File: config.mk
export PLATFORM = sky130hd
export DESIGN_NAME = mem_arbiter_flat
export DESIGN_NICKNAME = d
export VERILOG_FILES = /design/src/rtl/mem_arbiter_if.sv /design/src/rtl/mem_arbiter.sv /design/src/flat_wrapper.sv
export SDC_FILE = /design/constraint.sdc
export NUM_CORES = 1
export LEC_CHECK = 0
export CAP_MARGIN = 30
export CORE_MARGIN = 2
export CORE_UTILIZATION = 45
export DETAILED_ROUTE_END_ITERATION = 6
export GPL_TIMING_DRIVEN = 0
export PLACE_DENSITY = 0.82
export SYNTH_ARGS = -nofsm -noshare
export SYNTH_HDL_FRONTEND = slang
export SYNTH_SLANG_ARGS = --single-unit
File: constraint.sdc
create_clock -name clk -period 5.2 [get_ports clk]
set_input_delay 0.52 -clock clk [delete_from_list [all_inputs] [get_ports clk]]
set_output_delay 0.52 -clock clk [all_outputs]
set_load 0.02 [all_outputs]
File: src/rtl/mem_arbiter_if.sv
// Bus bundle between the memory arbiter, its two requesters and the byte-wide RAM/IO bus.
// The arbiter takes the master modport; the requesters/RAM environment take slave.
interface mem_arbiter_if;
    logic        rdy;
    logic        clr;
    logic [7:0]  mem_din;
    logic [7:0]  mem_dout;
    logic [31:0] mem_a;
    logic        mem_wr;
    logic        io_buffer_full;

    logic        IF_S;
    logic [31:0] IF_pc;
    logic        IF_success;
    logic [31:0] IF_value;

    logic        LSB_S;
    logic        LSB_op;
    logic [31:0] LSB_pc;
    logic [2:0]  LSB_len;
    logic [31:0] LSB_data;
    logic        LSB_success;
    logic [31:0] LSB_value;

    modport master (
        input  rdy, clr, mem_din, io_buffer_full,
        input  IF_S, IF_pc,
        input  LSB_S, LSB_op, LSB_pc, LSB_len, LSB_data,
        output mem_dout, mem_a, mem_wr,
        output IF_success, IF_value,
        output LSB_success, LSB_value
    );

    modport slave (
        output rdy, clr, mem_din, io_buffer_full,
        output IF_S, IF_pc,
        output LSB_S, LSB_op, LSB_pc, LSB_len, LSB_data,
        input  mem_dout, mem_a, mem_wr,
        input  IF_success, IF_value,
        input  LSB_success, LSB_value
    );
endinterface

File: src/rtl/mem_arbiter.sv
// Round-robin arbiter of instruction fetch and load/store buffer onto a byte-wide RAM/IO bus,
// splitting each grant into 1-4 single-byte cycles and assembling little-endian read data.
//
// state | meaning
// IDLE  | sample requests, grant and issue the first byte on the same edge
// READ  | issue read addresses, capture returned bytes one edge later
// WRITE | issue write bytes, stalling on a full IO sink
// DONE  | one-cycle success pulse; stale requests ignored
module mem_arbiter #(
    parameter logic [31:0] IO_BASE = 32'h30000
) (
    input  logic          clk,
    input  logic          rst,
    mem_arbiter_if.master bus
);

    typedef enum logic [1:0] {IDLE, READ, WRITE, DONE} state_t;

    localparam logic PORT_IF  = 1'b0;
    localparam logic PORT_LSB = 1'b1;

    state_t      state_q, state_d;
    logic [31:0] base_q, base_d;
    logic [2:0]  n_q, n_d;
    logic [2:0]  ic_q, ic_d;
    logic [2:0]  rc_q, rc_d;
    logic        a_vld_q, a_vld_d;
    logic [31:0] buf_q, buf_d;
    logic        owner_q, owner_d;
    logic        last_q, last_d;
    logic        wr_op_q, wr_op_d;
    logic [31:0] data_q, data_d;

    logic [31:0] mem_a_q, mem_a_d;
    logic [7:0]  mem_dout_q, mem_dout_d;
    logic        mem_wr_q, mem_wr_d;
    logic        if_success_q, if_success_d;
    logic [31:0] if_value_q, if_value_d;
    logic        lsb_success_q, lsb_success_d;
    logic [31:0] lsb_value_q, lsb_value_d;

    logic        sel_lsb;
    logic        do_issue;
    logic        io_stall;
    logic [7:0]  wr_byte;

    always_comb begin
        state_d       = state_q;
        base_d        = base_q;
        n_d           = n_q;
        ic_d          = ic_q;
        rc_d          = rc_q;
        a_vld_d       = 1'b0;
        buf_d         = buf_q;
        owner_d       = owner_q;
        last_d        = last_q;
        wr_op_d       = wr_op_q;
        data_d        = data_q;
        mem_a_d       = mem_a_q;
        mem_dout_d    = mem_dout_q;
        mem_wr_d      = 1'b0;
        if_success_d  = 1'b0;
        if_value_d    = if_value_q;
        lsb_success_d = 1'b0;
        lsb_value_d   = lsb_value_q;
        sel_lsb       = 1'b0;
        do_issue      = 1'b0;
        io_stall      = 1'b0;
        wr_byte       = 8'h00;

        case (state_q)
            IDLE: begin
                if (bus.rdy && (bus.IF_S || bus.LSB_S)) begin
                    // On a tie the port that did not win last time gets the bus.
                    sel_lsb  = bus.LSB_S && (!bus.IF_S || last_q == PORT_IF);
                    owner_d  = sel_lsb ? PORT_LSB : PORT_IF;
                    last_d   = owner_d;
                    base_d   = sel_lsb ? bus.LSB_pc : bus.IF_pc;
                    n_d      = sel_lsb ? bus.LSB_len : 3'd4;
                    wr_op_d  = sel_lsb && bus.LSB_op;
                    data_d   = bus.LSB_data;
                    ic_d     = 3'd0;
                    rc_d     = 3'd0;
                    buf_d    = 32'h0;
                    state_d  = wr_op_d ? WRITE : READ;
                    do_issue = 1'b1;
                end
            end

            READ: begin
                // The byte for last edge's address is captured even while rdy is low.
                if (a_vld_q) begin
                    case (rc_q[1:0])
                        2'd0:    buf_d[7:0]   = bus.mem_din;
                        2'd1:    buf_d[15:8]  = bus.mem_din;
                        2'd2:    buf_d[23:16] = bus.mem_din;
                        default: buf_d[31:24] = bus.mem_din;
                    endcase
                    rc_d = rc_q + 3'd1;
                    if (rc_d == n_q) begin
                        if (owner_q == PORT_LSB) begin
                            lsb_success_d = 1'b1;
                            lsb_value_d   = buf_d;
                        end else begin
                            if_success_d = 1'b1;
                            if_value_d   = buf_d;
                        end
                        state_d = DONE;
                    end
                end
                do_issue = bus.rdy;
            end

            WRITE: begin
                if (bus.rdy) begin
                    if (ic_q == n_q) begin
                        lsb_success_d = 1'b1;
                        state_d       = DONE;
                    end else begin
                        do_issue = 1'b1;
                    end
                end
            end

            default: begin
                state_d = IDLE;
            end
        endcase

        if (do_issue && ic_d < n_d) begin
            io_stall = wr_op_d && (base_d >= IO_BASE) && bus.io_buffer_full;
            if (!io_stall) begin
                mem_a_d = base_d + {29'b0, ic_d};
                if (wr_op_d) begin
                    case (ic_d[1:0])
                        2'd0:    wr_byte = data_d[7:0];
                        2'd1:    wr_byte = data_d[15:8];
                        2'd2:    wr_byte = data_d[23:16];
                        default: wr_byte = data_d[31:24];
                    endcase
                    mem_wr_d   = 1'b1;
                    mem_dout_d = wr_byte;
                end else begin
                    a_vld_d = 1'b1;
                end
                ic_d = ic_d + 3'd1;
            end
        end

        // A flush kills reads outright, including one completing on this edge; stores always finish.
        if (bus.clr && (state_q == READ || state_q == DONE)) begin
            state_d       = IDLE;
            a_vld_d       = 1'b0;
            if_success_d  = 1'b0;
            lsb_success_d = 1'b0;
            if_value_d    = if_value_q;
            lsb_value_d   = lsb_value_q;
        end
    end

    always_ff @(posedge clk) begin
        if (rst) begin
            state_q       <= IDLE;
            base_q        <= 32'h0;
            n_q           <= 3'd0;
            ic_q          <= 3'd0;
            rc_q          <= 3'd0;
            a_vld_q       <= 1'b0;
            buf_q         <= 32'h0;
            owner_q       <= PORT_IF;
            last_q        <= PORT_IF;
            wr_op_q       <= 1'b0;
            data_q        <= 32'h0;
            mem_a_q       <= 32'h0;
            mem_dout_q    <= 8'h00;
            mem_wr_q      <= 1'b0;
            if_success_q  <= 1'b0;
            if_value_q    <= 32'h0;
            lsb_success_q <= 1'b0;
            lsb_value_q   <= 32'h0;
        end else begin
            state_q       <= state_d;
            base_q        <= base_d;
            n_q           <= n_d;
            ic_q          <= ic_d;
            rc_q          <= rc_d;
            a_vld_q       <= a_vld_d;
            buf_q         <= buf_d;
            owner_q       <= owner_d;
            last_q        <= last_d;
            wr_op_q       <= wr_op_d;
            data_q        <= data_d;
            mem_a_q       <= mem_a_d;
            mem_dout_q    <= mem_dout_d;
            mem_wr_q      <= mem_wr_d;
            if_success_q  <= if_success_d;
            if_value_q    <= if_value_d;
            lsb_success_q <= lsb_success_d;
            lsb_value_q   <= lsb_value_d;
        end
    end

    assign bus.mem_a       = mem_a_q;
    assign bus.mem_dout    = mem_dout_q;
    assign bus.mem_wr      = mem_wr_q;
    assign bus.IF_success  = if_success_q;
    assign bus.IF_value    = if_value_q;
    assign bus.LSB_success = lsb_success_q;
    assign bus.LSB_value   = lsb_value_q;

endmodule

File: src/flat_wrapper.sv
// flat-port wrapper written by rule: the top's interface ports become plain ports
module mem_arbiter_flat 
#(
    parameter logic [31:0] IO_BASE = 32'h30000
)
  (clk, rst, bus_rdy, bus_clr, bus_mem_din, bus_io_buffer_full, bus_IF_S, bus_IF_pc, bus_LSB_S, bus_LSB_op, bus_LSB_pc, bus_LSB_len, bus_LSB_data, bus_mem_dout, bus_mem_a, bus_mem_wr, bus_IF_success, bus_IF_value, bus_LSB_success, bus_LSB_value);
  mem_arbiter_if bus_i ();
  input  logic clk;
  input  logic rst;
  input wire logic [$bits(bus_i.rdy)-1:0] bus_rdy;
  input wire logic [$bits(bus_i.clr)-1:0] bus_clr;
  input wire logic [$bits(bus_i.mem_din)-1:0] bus_mem_din;
  input wire logic [$bits(bus_i.io_buffer_full)-1:0] bus_io_buffer_full;
  input wire logic [$bits(bus_i.IF_S)-1:0] bus_IF_S;
  input wire logic [$bits(bus_i.IF_pc)-1:0] bus_IF_pc;
  input wire logic [$bits(bus_i.LSB_S)-1:0] bus_LSB_S;
  input wire logic [$bits(bus_i.LSB_op)-1:0] bus_LSB_op;
  input wire logic [$bits(bus_i.LSB_pc)-1:0] bus_LSB_pc;
  input wire logic [$bits(bus_i.LSB_len)-1:0] bus_LSB_len;
  input wire logic [$bits(bus_i.LSB_data)-1:0] bus_LSB_data;
  output wire logic [$bits(bus_i.mem_dout)-1:0] bus_mem_dout;
  output wire logic [$bits(bus_i.mem_a)-1:0] bus_mem_a;
  output wire logic [$bits(bus_i.mem_wr)-1:0] bus_mem_wr;
  output wire logic [$bits(bus_i.IF_success)-1:0] bus_IF_success;
  output wire logic [$bits(bus_i.IF_value)-1:0] bus_IF_value;
  output wire logic [$bits(bus_i.LSB_success)-1:0] bus_LSB_success;
  output wire logic [$bits(bus_i.LSB_value)-1:0] bus_LSB_value;
  assign bus_i.rdy = bus_rdy;
  assign bus_i.clr = bus_clr;
  assign bus_i.mem_din = bus_mem_din;
  assign bus_i.io_buffer_full = bus_io_buffer_full;
  assign bus_i.IF_S = bus_IF_S;
  assign bus_i.IF_pc = bus_IF_pc;
  assign bus_i.LSB_S = bus_LSB_S;
  assign bus_i.LSB_op = bus_LSB_op;
  assign bus_i.LSB_pc = bus_LSB_pc;
  assign bus_i.LSB_len = bus_LSB_len;
  assign bus_i.LSB_data = bus_LSB_data;
  assign bus_mem_dout = bus_i.mem_dout;
  assign bus_mem_a = bus_i.mem_a;
  assign bus_mem_wr = bus_i.mem_wr;
  assign bus_IF_success = bus_i.IF_success;
  assign bus_IF_value = bus_i.IF_value;
  assign bus_LSB_success = bus_i.LSB_success;
  assign bus_LSB_value = bus_i.LSB_value;
  mem_arbiter #(.IO_BASE(IO_BASE)) u_core (.clk(clk), .rst(rst), .bus(bus_i));
endmodule
==> impl_results.md, run 1 <==
* Status: completed
* F_max at 197 MHz
* Setup WS post-layout at 122 ps
* Clk sink count at 217
* Vias at 9694
* Die extent in y at 153 um
* Dpl ws at -639 ps
* Number of diodes at 0
* Slew @ Worst Pin at 897 ps
* Final ANT Viol Nets at 0
* I/O pins at 222
* Area Growth Syn to Fin at 33.7%
* Fin crit share at 97.7%
* Unique cell type count in the Yosys netlist at 71
* All-Layer GR Usage at 27.7%
* Worst hold slack at 453 ps
* R2R Setup Slk at 340 ps
* Min-Delay Path Depth at 2
* Leakage power at 4.87 nW
* Synth warn at 0
* Number of vias per cell at 5.77
* Most common cell after layout, fill and taps aside: dfxtp_1
* Layout cells sized above 1 at 7.00%
* Fin area at 13400 um^2
* Sw power at 1.95 mW
* Crit path launch type: input port
* Initial antenna violation count at 0
* Max-cap viol count at 0
* Pre-antenna DRT Iters at 5
* #FFs+latches synth at 217
* Setup crit end: u_core.bus.mem_a[31]$_SDFFE_PP0P_
* Grt ovf at 0
* Post-Syn Area at 10000 um^2
* Post-CTS Setup Bufs at 0
* Fillers at 1862
* Worst Setup End Kind: flip-flop
* Register area at 4340 um^2
* Multi-input gate area at 5160 um^2
* Rel. slew slack at 40.2%
* Post-synth EDFFs at 0
* PortBufs at 213
* Post-Synthesis Cells at 1147
* Std-Cell Rows at 54
* Setup total negative slack at 0 ps
* DRC violations left at 0
* Clock skew at 8.70 ps
* Mapped Avg Cell Area at 8.72 um^2
* Sw Share at 33.8%
* Initial DRC Count at 801
* # hold bufs at CTS at 0
* Root buffer cell: clkbuf_16
* CP Class: input port to flip-flop
* Chip width at 153 um
* Hold/Removal Path Class: flip-flop to flip-flop
* Core footprint at 21800 um^2
* Clock Power Share at 32.6%
* Total Power at 5.78 mW
* CTS clk-pin slew, worst paths at 60 ps
* Primary FF master, synth: dfxtp_1
* Sequential Power Share at 34.7%
* Syn Nets at 1281
* Placed Area at 12500 um^2
* Seq/Total Area, Yosys at 43.4%
* Vias in the first global route at 9596
* Critical Path AT at 5510 ps
* PwrDens at 432 nW/um^2
* VDD IR max at 0.000276 V
* Hpwl dp at 24.9 mm
* Worst R2R Start: u_core.owner_q$_SDFFE_PP0P_
* Post-layout min period at 5080 ps
* Worst Path Required at 5630 ps
* Post-synth ARST share at 0%
* Initial core utilization at 45.9%
* Most frequent cells in the layout: 217 x dfxtp_1, 214 x nor2_1, 213 x clkdlybuf4s50_1
* Die Area at 23400 um^2
* Longest Clk Path Bufs at 3
* First-pass GRT wire length at 52.4 mm
* CP Launch Point: bus_LSB_S
* Worst R2R Path Depth at 18
* CTS buffer count at 24
* RSZ-0062 raised after global routing: false
* Nets at 1519
* Hold Vio Cnt, Final at 0
* Post-DR wirelength/cell at 19.9 um
* R2r endpoint: u_core.bus.mem_a[31]$_SDFFE_PP0P_
* CTS tree: yes
* Setup violators final at 0
* Internal power at 3.83 mW
* Slew Limit Fails at 0
* Top fanout value on the critical path at 10
* Final wirelength at 33.4 mm
* H-tree levels at 1
* Worst-skew pair later-pin latency at 520 ps
* Pin count of the biggest net entering global routing at 14
* Combinational share of power at 32.7%
* GP Congestion at 1.00
[worst min-delay path by stage]
stage,from,endpoint,slack (ps)
after floorplan,u_core.buf_q[30]$_SDFFE_PP0P_,u_core.buf_q[30]$_SDFFE_PP0P_,430
after global placement,u_core.buf_q[30]$_SDFFE_PP0P_,u_core.buf_q[30]$_SDFFE_PP0P_,440
after detailed placement,u_core.buf_q[30]$_SDFFE_PP0P_,u_core.buf_q[30]$_SDFFE_PP0P_,450
after CTS,bus_mem_din[6],u_core.buf_q[30]$_SDFFE_PP0P_,450
after global routing,u_core.bus.mem_dout[7]$_SDFFE_PP0P_,u_core.bus.mem_dout[7]$_SDFFE_PP0P_,470
final,u_core.buf_q[30]$_SDFFE_PP0P_,u_core.buf_q[30]$_SDFFE_PP0P_,450
[final cells by class]
type	count	area share, %
flip-flops and latches	217	32.5
clock buffers	33	5.35
clock inverters	8	1.26
plain buffers	91	3.28
inverters	19	0.533
repair buffers	213	15.9
well taps	280	2.62
multi-input cells	819	38.6
[sequential cells by signal (all words and copies together) (netlist names), 2 cells and up]
register,flops
u_core.base_q,32
u_core.data_q,32
u_core.rc_q,3
u_core.bus.IF_value,32
u_core.bus.LSB_value,32
u_core.n_q,3
u_core.buf_q,32
u_core.ic_q,3
u_core.bus.mem_a,32
u_core.bus.mem_dout,8
u_core.state_q,2
[per-stage QoR]
stage	instances	util, %
2_1_floorplan	1147	-
3_3_place_gp	1640	57.2
3_5_place_dp	1640	57.2
4_1_cts	1681	61.3
5_1_grt	1680	61.3
6_report	1680	61.3
[critical path: stages]
cell and delay (ps):
clkdlybuf4s50_1 590, a21bo_1 280, buf_6 150, buf_8 160, buf_6 170, clkbuf_1 570
buf_2 400, mux2i_1 340, o21ai_0 150, ha_1 370, a21oi_1 90, nand2_1 130
o211ai_1 270, nor2b_1 230, clkbuf_2 240, nand3_2 120, or4_4 500, a311oi_2 230
[cell families (layout without fill, tap and decap cells)]
kind of cell | count (synthesis) | count (layout) | share of synthesized area [%]
simple gates | 421 | 421 | 19.2
compound gates | 267 | 267 | 18.9
flops | 217 | 217 | 43.4
buf+inv | 111 | 364 | 5.11
mux | 82 | 82 | 8.31
xor+xnor | 30 | 30 | 2.63
fa+ha+maj | 19 | 19 | 2.45
[what timing repair did]
item / 4_1_cts / 5_1_grt
resized for setup: 2 / 2
endpoints found under the setup margin: 1 / 6
gates cloned: 0 / 0
[metal layers]
layer  GRT usage, %  vias to the layer above  share of wire, %
met5              0                        -                 0
met4           9.88                        0               3.2
met3           5.25                       81               8.0
met2           45.7                      444                47
met1           36.3                     4611                42
li1               -                     4558                 -
[Yosys cell counts (all sizes together), types with 4 or more instances]
cell type | instances | area share [%]
a211oi | 89 | 6.7
a21oi | 56 | 2.9
a22oi | 10 | 0.75
a311oi | 9 | 0.85
a31oi | 15 | 1.0
a32oi | 21 | 1.8
and2 | 7 | 0.48
and3 | 5 | 0.31
buf | 37 | 2.3
clkbuf | 55 | 2.1
dfxtp | 217 | 43
ha | 18 | 2.3
inv | 19 | 0.71
mux2 | 6 | 0.71
mux2i | 76 | 7.6
nand2 | 84 | 3.2
nand2b | 4 | 0.25
nand3 | 26 | 1.4
nand4 | 17 | 1.1
nor2 | 214 | 8.0
nor2b | 25 | 1.6
nor3 | 9 | 0.55
nor3b | 5 | 0.49
nor4 | 7 | 0.59
o21ai | 25 | 1.3
o22ai | 10 | 0.63
o31ai | 5 | 0.38
or3 | 8 | 0.50
xnor2 | 20 | 1.8
xor2 | 10 | 0.88
[power groups by stage]
stage / combinational (mW) / sequential (mW) / clock, mW
final: 1.89 / 2.01 / 1.88
after global routing: 2.04 / 2.03 / 1.96
after CTS: 1.87 / 2.00 / 1.90
after detailed placement: 1.85 / 2.04 / 0
after global placement: 1.82 / 2.03 / 0
after floorplan: 1.08 / 2.13 / 0
Note: power is estimated with default switching activity, not from simulation.
==> inputs of run 2 (changes only) <==
- PLACE_DENSITY: 0.82 -> not set
- PLACE_DENSITY_LB_ADDON: not set -> 0.05
==> run 2 against run 1 <==
Net effect:
- cell count hardly changed
- global-route usage down 0.25 points
- sequential cell count stayed put
- count of clock-buffer cells in the layout is 1 lower
- largest power group unchanged
- design area shrank 0.92%
- maximum frequency is 2.7% higher
- critical path depth shrank 2
- combinational power about the same
- sequential power hardly changed
==> impl_results.md, run 2 (synthesized netlist as in run 1, its figures left out) <==
* Status: completed (unchanged)
* DRC violations left at 0 (unchanged)
* All-Layer GR Usage at 27.4% (was 27.7%)
* CTS buffer count at 24 (unchanged)
* H-tree levels at 1 (unchanged)
* Setup total negative slack at 0 ps (unchanged)
* CTS clk-pin slew, worst paths at 60 ps (about the same)
* Worst R2R Start: u_core.state_q[0]$_SDFFE_PP0P_ (was u_core.owner_q$_SDFFE_PP0P_)
* Clock skew at 19.8 ps (was 8.70 ps)
* Worst Path Required at 5630 ps (about the same)
* Longest Clk Path Bufs at 3 (unchanged)
* Worst Setup End Kind: flip-flop (unchanged)
* Fillers at 2001 (was 1862)
* Root buffer cell: clkbuf_16 (unchanged)
* Final ANT Viol Nets at 0 (unchanged)
* Register area at 4340 um^2 (unchanged)
* Critical Path AT at 5380 ps (was 5510 ps)
* Initial DRC Count at 779 (was 801)
* Hold Vio Cnt, Final at 0 (unchanged)
* Setup violators final at 0 (unchanged)
* Placed Area at 12500 um^2 (unchanged)
* Worst R2R Path Depth at 19 (was 18)
* R2r endpoint: u_core.bus.mem_a[31]$_SDFFE_PP0P_ (unchanged)
* Setup crit end: u_core.bus.mem_a[28]$_SDFFE_PP0P_ (was u_core.bus.mem_a[31]$_SDFFE_PP0P_)
* Post-CTS Setup Bufs at 0 (unchanged)
* Max-cap viol count at 0 (unchanged)
* Worst-skew pair later-pin latency at 530 ps (was 520 ps)
* VDD IR max at 0.000237 V (was 0.000276 V)
* Most common cell after layout, fill and taps aside: dfxtp_1 (unchanged)
* F_max at 202 MHz (was 197 MHz)
* Nets at 1519 (unchanged)
* Slew @ Worst Pin at 924 ps (was 897 ps)
* PwrDens at 417 nW/um^2 (was 432 nW/um^2)
* First-pass GRT wire length at 51.6 mm (was 52.4 mm)
* Top fanout value on the critical path at 10 (unchanged)
* Crit path launch type: input port (unchanged)
* Met3 usage at 4.48% (was 5.25%)
* Pre-antenna DRT Iters at 5 (unchanged)
* RSZ-0062 raised after global routing: false (unchanged)
* Fin area at 13300 um^2 (was 13400 um^2)
* Number of diodes at 0 (unchanged)
* Met1 Use GR at 39.3% (was 36.3%)
* Leakage power at 4.81 nW (was 4.87 nW)
* Rel. slew slack at 38.1% (was 40.2%)
* Area Growth Syn to Fin at 32.5% (was 33.7%)
* Number of vias per cell at 5.65 (was 5.77)
* Multi-input gate area at 5160 um^2 (unchanged)
* CP Class: input port to flip-flop (unchanged)
* Std-Cell Rows at 54 (unchanged)
* Post-DR wirelength/cell at 19.5 um (was 19.9 um)
* Die Area at 23400 um^2 (unchanged)
* Layout cells sized above 1 at 6.92% (was 7.00%)
* R2R Setup Slk at 350 ps (was 340 ps)
* Initial core utilization at 45.9% (unchanged)
* GR Layer Usage met2 at 42.6% (was 45.7%)
* CP Launch Point: bus_LSB_S (unchanged)
* Chip width at 153 um (unchanged)
* GRT busiest layer: met2 (unchanged)
* Vias in the first global route at 9263 (was 9596)
* Initial antenna violation count at 0 (unchanged)
* Vias at 9497 (was 9694)
* Core footprint at 21800 um^2 (unchanged)
* GP Congestion at 0.949 (was 1.00)
* CTS tree: yes (unchanged)
* Clk sink count at 217 (unchanged)
* Die extent in y at 153 um (unchanged)
* PortBufs at 213 (unchanged)
* I/O pins at 222 (unchanged)
* Slew Limit Fails at 0 (unchanged)
* Final wirelength at 32.7 mm (was 33.4 mm)
* Grt ovf at 0 (unchanged)
* Most frequent cells in the layout: 217 x dfxtp_1, 214 x nor2_1, 213 x clkdlybuf4s50_1 (unchanged)
* Post-layout min period at 4950 ps (was 5080 ps)
* Hold/Removal Path Class: input port to flip-flop (was flip-flop to flip-flop)
* Pin count of the biggest net entering global routing at 14 (unchanged)
* Fin crit share at 95.1% (was 97.7%)
* Hpwl dp at 24.3 mm (was 24.9 mm)
==> run 2: changes by cell type in the layout (fill, tap and decap cells not counted), moves of 2 or more <==
cell | before | now
bufinv_16 | 5 | 1
clkbuf_1 | 56 | 58
clkbuf_8 | 6 | 4
clkinv_2 | 2 | 6
clkinvlp_4 | 0 | 2
==> run 2: final cells by class <==
class,count,share of cell area [%]
well taps,280,2.64
repair buffers,213,16.1
plain buffers,91,3.31
clock inverters,10,0.689
inverters,19,0.538
multi-input cells,819,38.9
clock buffers,32,5.06
flip-flops and latches,217,32.8
==> run 2: worst min-delay path by stage <==
stage / depth (start not counted) / slack (ps) / endpoint / start
floorplan: 2 / 430 / u_core.buf_q[30]$_SDFFE_PP0P_ / u_core.buf_q[30]$_SDFFE_PP0P_
global placement: 2 / 440 / u_core.buf_q[31]$_SDFFE_PP0P_ / u_core.buf_q[31]$_SDFFE_PP0P_
detailed placement: 2 / 450 / u_core.bus.mem_dout[7]$_SDFFE_PP0P_ / u_core.bus.mem_dout[7]$_SDFFE_PP0P_
CTS: 2 / 400 / u_core.wr_op_q$_SDFF_PP0_ / rst
global route: 2 / 440 / u_core.wr_op_q$_SDFF_PP0_ / rst
finish: 2 / 430 / u_core.wr_op_q$_SDFF_PP0_ / rst
==> run 2: layer usage <==
layer / wire length, um / vias to the layer above
met5: 0 / -
met4: 838 / 0
met3: 2230 / 58
met2: 14500 / 361
met1: 15200 / 4504
li1: - / 4574
==> run 2: power breakdown <==
part           switching, mW  total [mW]  internal [mW]  leakage (nW)
Sequential             0.125        2.01           1.88          1.76
Combinational           1.14        1.88          0.745          2.67
Clock                  0.691        1.65          0.955         0.374
Total                   1.95        5.53           3.58          4.81
==> run 2: worst max-delay path, cell delays in order <==
cell             delay, ps
clkdlybuf4s50_1        720
a21boi_4               380
buf_6                  210
buf_2                  280
buf_2                  300
buf_1                  550
nand2_1                110
a21oi_1                190
a21oi_1                120
fa_1                   470
nor2b_1                140
o221a_2                320
nand4_1                190
clkbuf_1               270
or3_1                  350
a311oi_1               250
==> run 2: per-stage QoR <==
step | setup WS (ps) | hold slack (ps) | utilization [%] | cells | total power, mW
3_5_place_dp | -849 | 445 | 57.2 | 1640 | 3.90
3_3_place_gp | -772 | 443 | 57.2 | 1640 | 3.88
5_1_grt | 16.1 | 440 | 60.8 | 1681 | 5.83
2_1_floorplan | 1050 | 431 | - | 1147 | 3.21
4_1_cts | 3.99 | 402 | 60.8 | 1682 | 5.54
6_report | 254 | 426 | 60.8 | 1681 | 5.53
==> run 2: what timing repair did <==
action | 4_1_cts | 5_1_grt
setup endpoints to repair | 8 | 12
gates resized for setup | 2 | 2
pin swaps | 0 | 1
hold buffers | 0 | 0
cloned | 0 | 0
